[src/rtl/control_compuerta_if.sv]
// Gate controller signal bundle: vehicle sensors, PIN entry and gate status.
// The master side (the stimulus) drives the sensors and the PIN keypad; the
// slave side (the controller) drives the gate status lines.
interface control_compuerta_if;
  logic       Vehiculo;
  logic       Termino;
  logic       enterPin;
  logic [7:0] Pin;
  logic       Cerrado;
  logic       Abierto;
  logic       Alarma;
  logic       Bloqueo;

  modport master (
    output Vehiculo, Termino, enterPin, Pin,
    input  Cerrado, Abierto, Alarma, Bloqueo
  );

  modport slave (
    input  Vehiculo, Termino, enterPin, Pin,
    output Cerrado, Abierto, Alarma, Bloqueo
  );
endinterface

[src/rtl/control_compuerta.sv]
// Parking-entrance gate controller. Moore FSM with a wrong-PIN attempt counter
// and rising-edge detection on the enter button. Outputs are registered and
// always equal the decode of the state register.
module control_compuerta #(
  parameter logic [7:0] PIN_CORRECTO = 8'b00010000,
  parameter int         MAX_INTENTOS = 3
) (
  input  logic               Clk,
  input  logic               Reset,
  control_compuerta_if.slave bus
);

  typedef enum logic [2:0] {
    CERRADO    = 3'd0,
    ESPERA_PIN = 3'd1,
    ALARMA_PIN = 3'd2,
    ABIERTO    = 3'd3,
    BLOQUEO    = 3'd4
  } estado_t;

  // Threshold widened by one bit so intentos+1 cannot wrap in the compare.
  localparam logic [3:0] MAX_W = 4'(MAX_INTENTOS);

  estado_t    estado, estado_n;
  logic [2:0] intentos, intentos_n, intentos_inc;
  logic       enter_q;
  logic       ent, ok, bad;

  // Output vector order: {Cerrado, Abierto, Alarma, Bloqueo}.
  function automatic logic [3:0] salidas(input estado_t e);
    case (e)
      CERRADO,
      ESPERA_PIN: salidas = 4'b1000;
      ALARMA_PIN: salidas = 4'b1010;
      ABIERTO:    salidas = 4'b0100;
      BLOQUEO:    salidas = 4'b1011;
      default:    salidas = 4'b1000;
    endcase
  endfunction

  // A press is the first cycle enterPin is seen high; Pin is judged at that edge.
  assign ent          = bus.enterPin & ~enter_q;
  assign ok           = ent & (bus.Pin == PIN_CORRECTO);
  assign bad          = ent & (bus.Pin != PIN_CORRECTO);
  assign intentos_inc = (intentos == 3'd7) ? 3'd7 : intentos + 3'd1;

  // Next-state and next-counter logic.
  always_comb begin
    // NOTE: every variable gets a default before the case so no path leaves it
    // unassigned, which would otherwise infer a latch.
    estado_n   = estado;
    intentos_n = intentos;
    case (estado)
      CERRADO: begin
        if (bus.Vehiculo) estado_n = ESPERA_PIN;
      end
      ESPERA_PIN: begin
        if (ok) begin
          estado_n = ABIERTO;
        end else if (bad) begin
          intentos_n = intentos_inc;
          if (({1'b0, intentos} + 4'd1) >= MAX_W) estado_n = ALARMA_PIN;
        end else if (!bus.Vehiculo) begin
          estado_n = CERRADO;
        end
      end
      ALARMA_PIN: begin
        if (ok)       estado_n   = ABIERTO;
        else if (bad) intentos_n = intentos_inc;
      end
      ABIERTO: begin
        if (bus.Termino) estado_n = bus.Vehiculo ? BLOQUEO : CERRADO;
      end
      BLOQUEO: begin
        if (ok) estado_n = ABIERTO;
      end
      default: estado_n = CERRADO;
    endcase
    // A correct PIN or a return to idle starts the attempt count afresh.
    if (ok || (estado_n == CERRADO)) intentos_n = 3'd0;
  end

  // State, counter, edge-detect flop and registered outputs.
  always_ff @(posedge Clk or posedge Reset) begin
    if (Reset) begin
      estado       <= CERRADO;
      intentos     <= 3'd0;
      // Starting high means a button already held at release is not a press.
      enter_q      <= 1'b1;
      bus.Cerrado  <= 1'b1;
      bus.Abierto  <= 1'b0;
      bus.Alarma   <= 1'b0;
      bus.Bloqueo  <= 1'b0;
    end else begin
      // NOTE: non-blocking assignments so every flop samples pre-edge values
      // regardless of statement order.
      estado   <= estado_n;
      intentos <= intentos_n;
      enter_q  <= bus.enterPin;
      {bus.Cerrado, bus.Abierto, bus.Alarma, bus.Bloqueo} <= salidas(estado_n);
    end
  end

endmodule

[src/flat_wrapper.sv]
// flat-port wrapper written by rule: the top's interface ports become plain ports
module control_compuerta_flat 
#(
  parameter logic [7:0] PIN_CORRECTO = 8'b00010000,
  parameter int         MAX_INTENTOS = 3
)
  (Clk, Reset, bus_Vehiculo, bus_Termino, bus_enterPin, bus_Pin, bus_Cerrado, bus_Abierto, bus_Alarma, bus_Bloqueo);
  control_compuerta_if bus_i ();
  input  logic Clk;
  input  logic Reset;
  input wire logic [$bits(bus_i.Vehiculo)-1:0] bus_Vehiculo;
  input wire logic [$bits(bus_i.Termino)-1:0] bus_Termino;
  input wire logic [$bits(bus_i.enterPin)-1:0] bus_enterPin;
  input wire logic [$bits(bus_i.Pin)-1:0] bus_Pin;
  output wire logic [$bits(bus_i.Cerrado)-1:0] bus_Cerrado;
  output wire logic [$bits(bus_i.Abierto)-1:0] bus_Abierto;
  output wire logic [$bits(bus_i.Alarma)-1:0] bus_Alarma;
  output wire logic [$bits(bus_i.Bloqueo)-1:0] bus_Bloqueo;
  assign bus_i.Vehiculo = bus_Vehiculo;
  assign bus_i.Termino = bus_Termino;
  assign bus_i.enterPin = bus_enterPin;
  assign bus_i.Pin = bus_Pin;
  assign bus_Cerrado = bus_i.Cerrado;
  assign bus_Abierto = bus_i.Abierto;
  assign bus_Alarma = bus_i.Alarma;
  assign bus_Bloqueo = bus_i.Bloqueo;
  control_compuerta #(.PIN_CORRECTO(PIN_CORRECTO), .MAX_INTENTOS(MAX_INTENTOS)) u_core (.Clk(Clk), .Reset(Reset), .bus(bus_i));
endmodule
[config.mk]
export PLATFORM = sky130hd
export DESIGN_NAME = control_compuerta_flat
export DESIGN_NICKNAME = d
export VERILOG_FILES = /design/src/rtl/control_compuerta_if.sv /design/src/rtl/control_compuerta.sv /design/src/flat_wrapper.sv
export SDC_FILE = /design/constraint.sdc
export NUM_CORES = 1
export LEC_CHECK = 0
export CORE_MARGIN = 10
export CORE_UTILIZATION = 40
export CTS_BUF_LIST = sky130_fd_sc_hd__clkbuf_8
export DETAILED_ROUTE_END_ITERATION = 6
export PLACE_DENSITY = 0.67
export SETUP_SLACK_MARGIN = 0.15
export SKIP_CTS_REPAIR_TIMING = 1
export SLEW_MARGIN = 20
export SYNTH_ARGS = -nofsm -noshare
export SYNTH_HDL_FRONTEND = slang
export SYNTH_SLANG_ARGS = --single-unit
[constraint.sdc]
create_clock -name Clk -period 3 [get_ports Clk]
set_input_delay 0.45 -clock Clk [delete_from_list [all_inputs] [get_ports Clk]]
set_output_delay 0.45 -clock Clk [all_outputs]
set_load 0.01 [all_outputs]
==> results.sh <==
export IMPL_routed_wl_um=1370
export IMPL_viasPerCell=5.26
export IMPL_grt_pass1_vias=500
export IMPL_synthCells=63
export IMPL_pwr_density_cell_mw_per_mm2=668
export IMPL_ys_ff_latch=11
export IMPL_hold_class="in2async"
export IMPL_die_w_um=61.8
export IMPL_stdcell_count=99
export IMPL_htreeDepth=1
export IMPL_p_sw_w=0.000213
export IMPL_power_w=0.000611
export IMPL_ioPinCount=17
export IMPL_path_class="in2reg"
export IMPL_path_cells="clkdlybuf4s50_1, or4b_4, nor4_4, o22ai_4, nor3_4, nor4_1"
export IMPL_tns_ps=0
export IMPL_initialDrtViolationCount=4
export IMPL_synth_largest_area_cell="dfrtp_1"
export IMPL_syn2layout_area_growth_pct=30.8
export IMPL_postRouteAntennaNets=0
export IMPL_insertion_delay_ps=230
export IMPL_synthTopCellsByArea="dfrtp_1 (32%), dfstp_2 (7.5%), ha_1 (7.2%), a21o_2 (3.8%), inv_1 (3.2%)"
export IMPL_required_ps=3090
export IMPL_path_depth=6
export IMPL_fillers=163
export IMPL_p_leak_nw=0.392
export IMPL_first_pass_iters=4
export IMPL_track_usage_pct=8.24
export IMPL_gp_congestion=0.853
export IMPL_power_share_combinational_pct=40.5
export IMPL_clkSinkCount=11
export IMPL_cts_tree="done"
export IMPL_p_clk_share_pct=23.6
export IMPL_sw_frac_of_total_pct=34.9
export IMPL_min_period_over_period_pct=75.8
export IMPL_fin_skew_ps=0.501
export IMPL_vias=521
export IMPL_critPathArrivalTime_ps=2370
export IMPL_post_drt_wl_per_cell_um=13.8
export IMPL_cap_violations=0
export IMPL_slowest_stage="or4b_4"
export IMPL_crit_buf_inv=1
export IMPL_relSlewSlack_pct=65.2
export IMPL_max_stage_delay_ps=570
export IMPL_cts_buffers=3
export IMPL_cpLargestDelayFamily="simple AND/OR/NAND/NOR gates"
export IMPL_core_mm2=0.00169
export IMPL_drc_errors=0
export IMPL_place_hpwl_um=1150
export IMPL_fmax_mhz=440
export IMPL_rr_worst_depth=8
export IMPL_cts_buffer_depth=2
export IMPL_port_buffers=16
export IMPL_synth_most_common_cell="dfrtp_1"
export IMPL_rsz0062_at_grt="no"
export IMPL_synthTopCellsByCount="dfrtp_1 (9), inv_1 (6), ha_1 (4), nor2_1 (4)"
export IMPL_antenna_found_initial=0
export IMPL_cts_root_buf="clkbuf_8"
export IMPL_rows=15
export IMPL_dp_cells=95
export IMPL_synth_edf_count=0
export IMPL_synth_warnings=0
export IMPL_ys_seq_area_share_pct=39.7
export IMPL_p_int_w=0.000398
export IMPL_syn_avg_cell_area_um2=11.1
export IMPL_syn_nets=80
export IMPL_yosysTopAreaCellShare_pct=32.2
export IMPL_die_area_mm2=0.00382
export IMPL_status="finished, final reports clean"
export IMPL_pwr_share_seq_pct=35.9
export IMPL_period_needed_ps=2270
export IMPL_cp_max_fo=8
export IMPL_nets=100
export IMPL_synth_distinct_cells=36
export IMPL_drive_gt1_share_pct=23.2
export IMPL_die_h_um=61.8
export IMPL_grt_ovfl_total=0
export IMPL_utilization_pct=54.1
export IMPL_setup_viol=0
export IMPL_drv_slew=0
export IMPL_antennaDiodeCount=0
export IMPL_endpoint_kind="flip-flop"
export IMPL_grt_max_degree=12
export IMPL_peakVddDrop_mv=0.379
export IMPL_clk_pin_slew_ps=50
export IMPL_synthArstFlopShare_pct=100
export IMPL_ys_dominant_reg_cell="dfrtp_1"
export IMPL_syn_area_um2=699
export IMPL_finalHoldViolations=0
export IMPL_grt_pass1_wl_um=2290
export IMPL_startpoint_type="input port"
export IMPL_tightest_slew_ps=518
export IMPL_start_util_pct=41.4
==> layer usage <==
layer | global-route usage (%) | share of wire [%] | vias to the layer above | wire length [um]
met1 | 10.2 | 48 | 237 | 661
met2 | 12.2 | 46 | 7 | 626
li1 | - | - | 273 | -
met3 | 3.25 | 4.2 | 4 | 57
met4 | 3.82 | 1.6 | 0 | 22
met5 | 0 | 0 | - | 0
==> stage by stage <==
stage	hold slack, ps	setup WS [ps]	instance area (um^2)
6_report	511	726	915
3_3_place_gp	594	511	870
5_1_grt	569	613	915
4_1_cts	528	718	915
3_5_place_dp	600	477	870
2_1_floorplan	301	941	699
==> power by group through the flow <==
stage               Combinational, W  Clock (W)  Sequential, W
finish                      0.000248   0.000144       0.000219
global route                0.000277   0.000157       0.000228
CTS                         0.000250   0.000148       0.000219
detailed placement          0.000250          0       0.000222
global placement            0.000248          0       0.000220
floorplan                   0.000213          0       0.000208
==> cell type report <==
class	instances	area, um^2	share of cell area [%]
Multi-Input combinational cell	45	388	42.4
Sequential cell	11	278	30.4
Timing Repair Buffer	16	160	17.5
Clock buffer	3	41.3	4.51
Inverter	6	22.5	2.46
Tap cell	17	21.3	2.33
Clock inverter	1	3.75	0.410
==> worst paths after layout <==
path,start,to,slack [ps]
worst max-delay path,bus_Pin[5],u_core.intentos[0]$_DFFE_PP0P_,730
worst min-delay path,Reset,u_core.bus.Abierto$_DFF_PP0_,510
worst max register to register,u_core.intentos[0]$_DFFE_PP0P_,u_core.bus.Alarma$_DFF_PP0_,800
worst min register to register,u_core.intentos[0]$_DFFE_PP0P_,u_core.intentos[0]$_DFFE_PP0P_,610
max in group asynchronous,Reset,u_core.enter_q$_DFF_PP1_,2160
min in group Clk,u_core.intentos[0]$_DFFE_PP0P_,u_core.intentos[0]$_DFFE_PP0P_,610
==> state kept, by name (all words and copies together), names as in the netlist <==
register / flops
u_core.enter_q: 1
u_core.estado: 3
u_core.bus.Abierto: 1
u_core.bus.Alarma: 1
u_core.bus.Cerrado: 1
u_core.intentos: 3
u_core.bus.Bloqueo: 1
==> cells by family (layout without fill, tap and decap cells) <==
| kind of cell | after synthesis | count (layout) | synth area share [%] |
|---|---|---|---|
| buf+inv | 7 | 26 | 4.83 |
| mux | 1 | 1 | 1.61 |
| xor+xnor | 1 | 1 | 1.25 |
| simple gates | 21 | 21 | 22.9 |
| fa+ha+maj | 4 | 4 | 7.16 |
| flops | 11 | 11 | 39.7 |
| compound gates | 18 | 18 | 22.5 |
==> layout by cell type (no fill, tap or decap), drive strengths merged, types with 2 or more instances in the layout <==
cell type	synthesis	routed
clkdlybuf4s50	0	16
dfrtp	9	9
inv	6	7
nor2	4	4
ha	4	4
a21oi	3	3
a21o	3	3
clkbuf	0	3
nor3	3	3
nor4	3	3
nor3b	2	2
dfstp	2	2
o22ai	2	2
No activity file was read; power rests on OpenSTA's default activity.
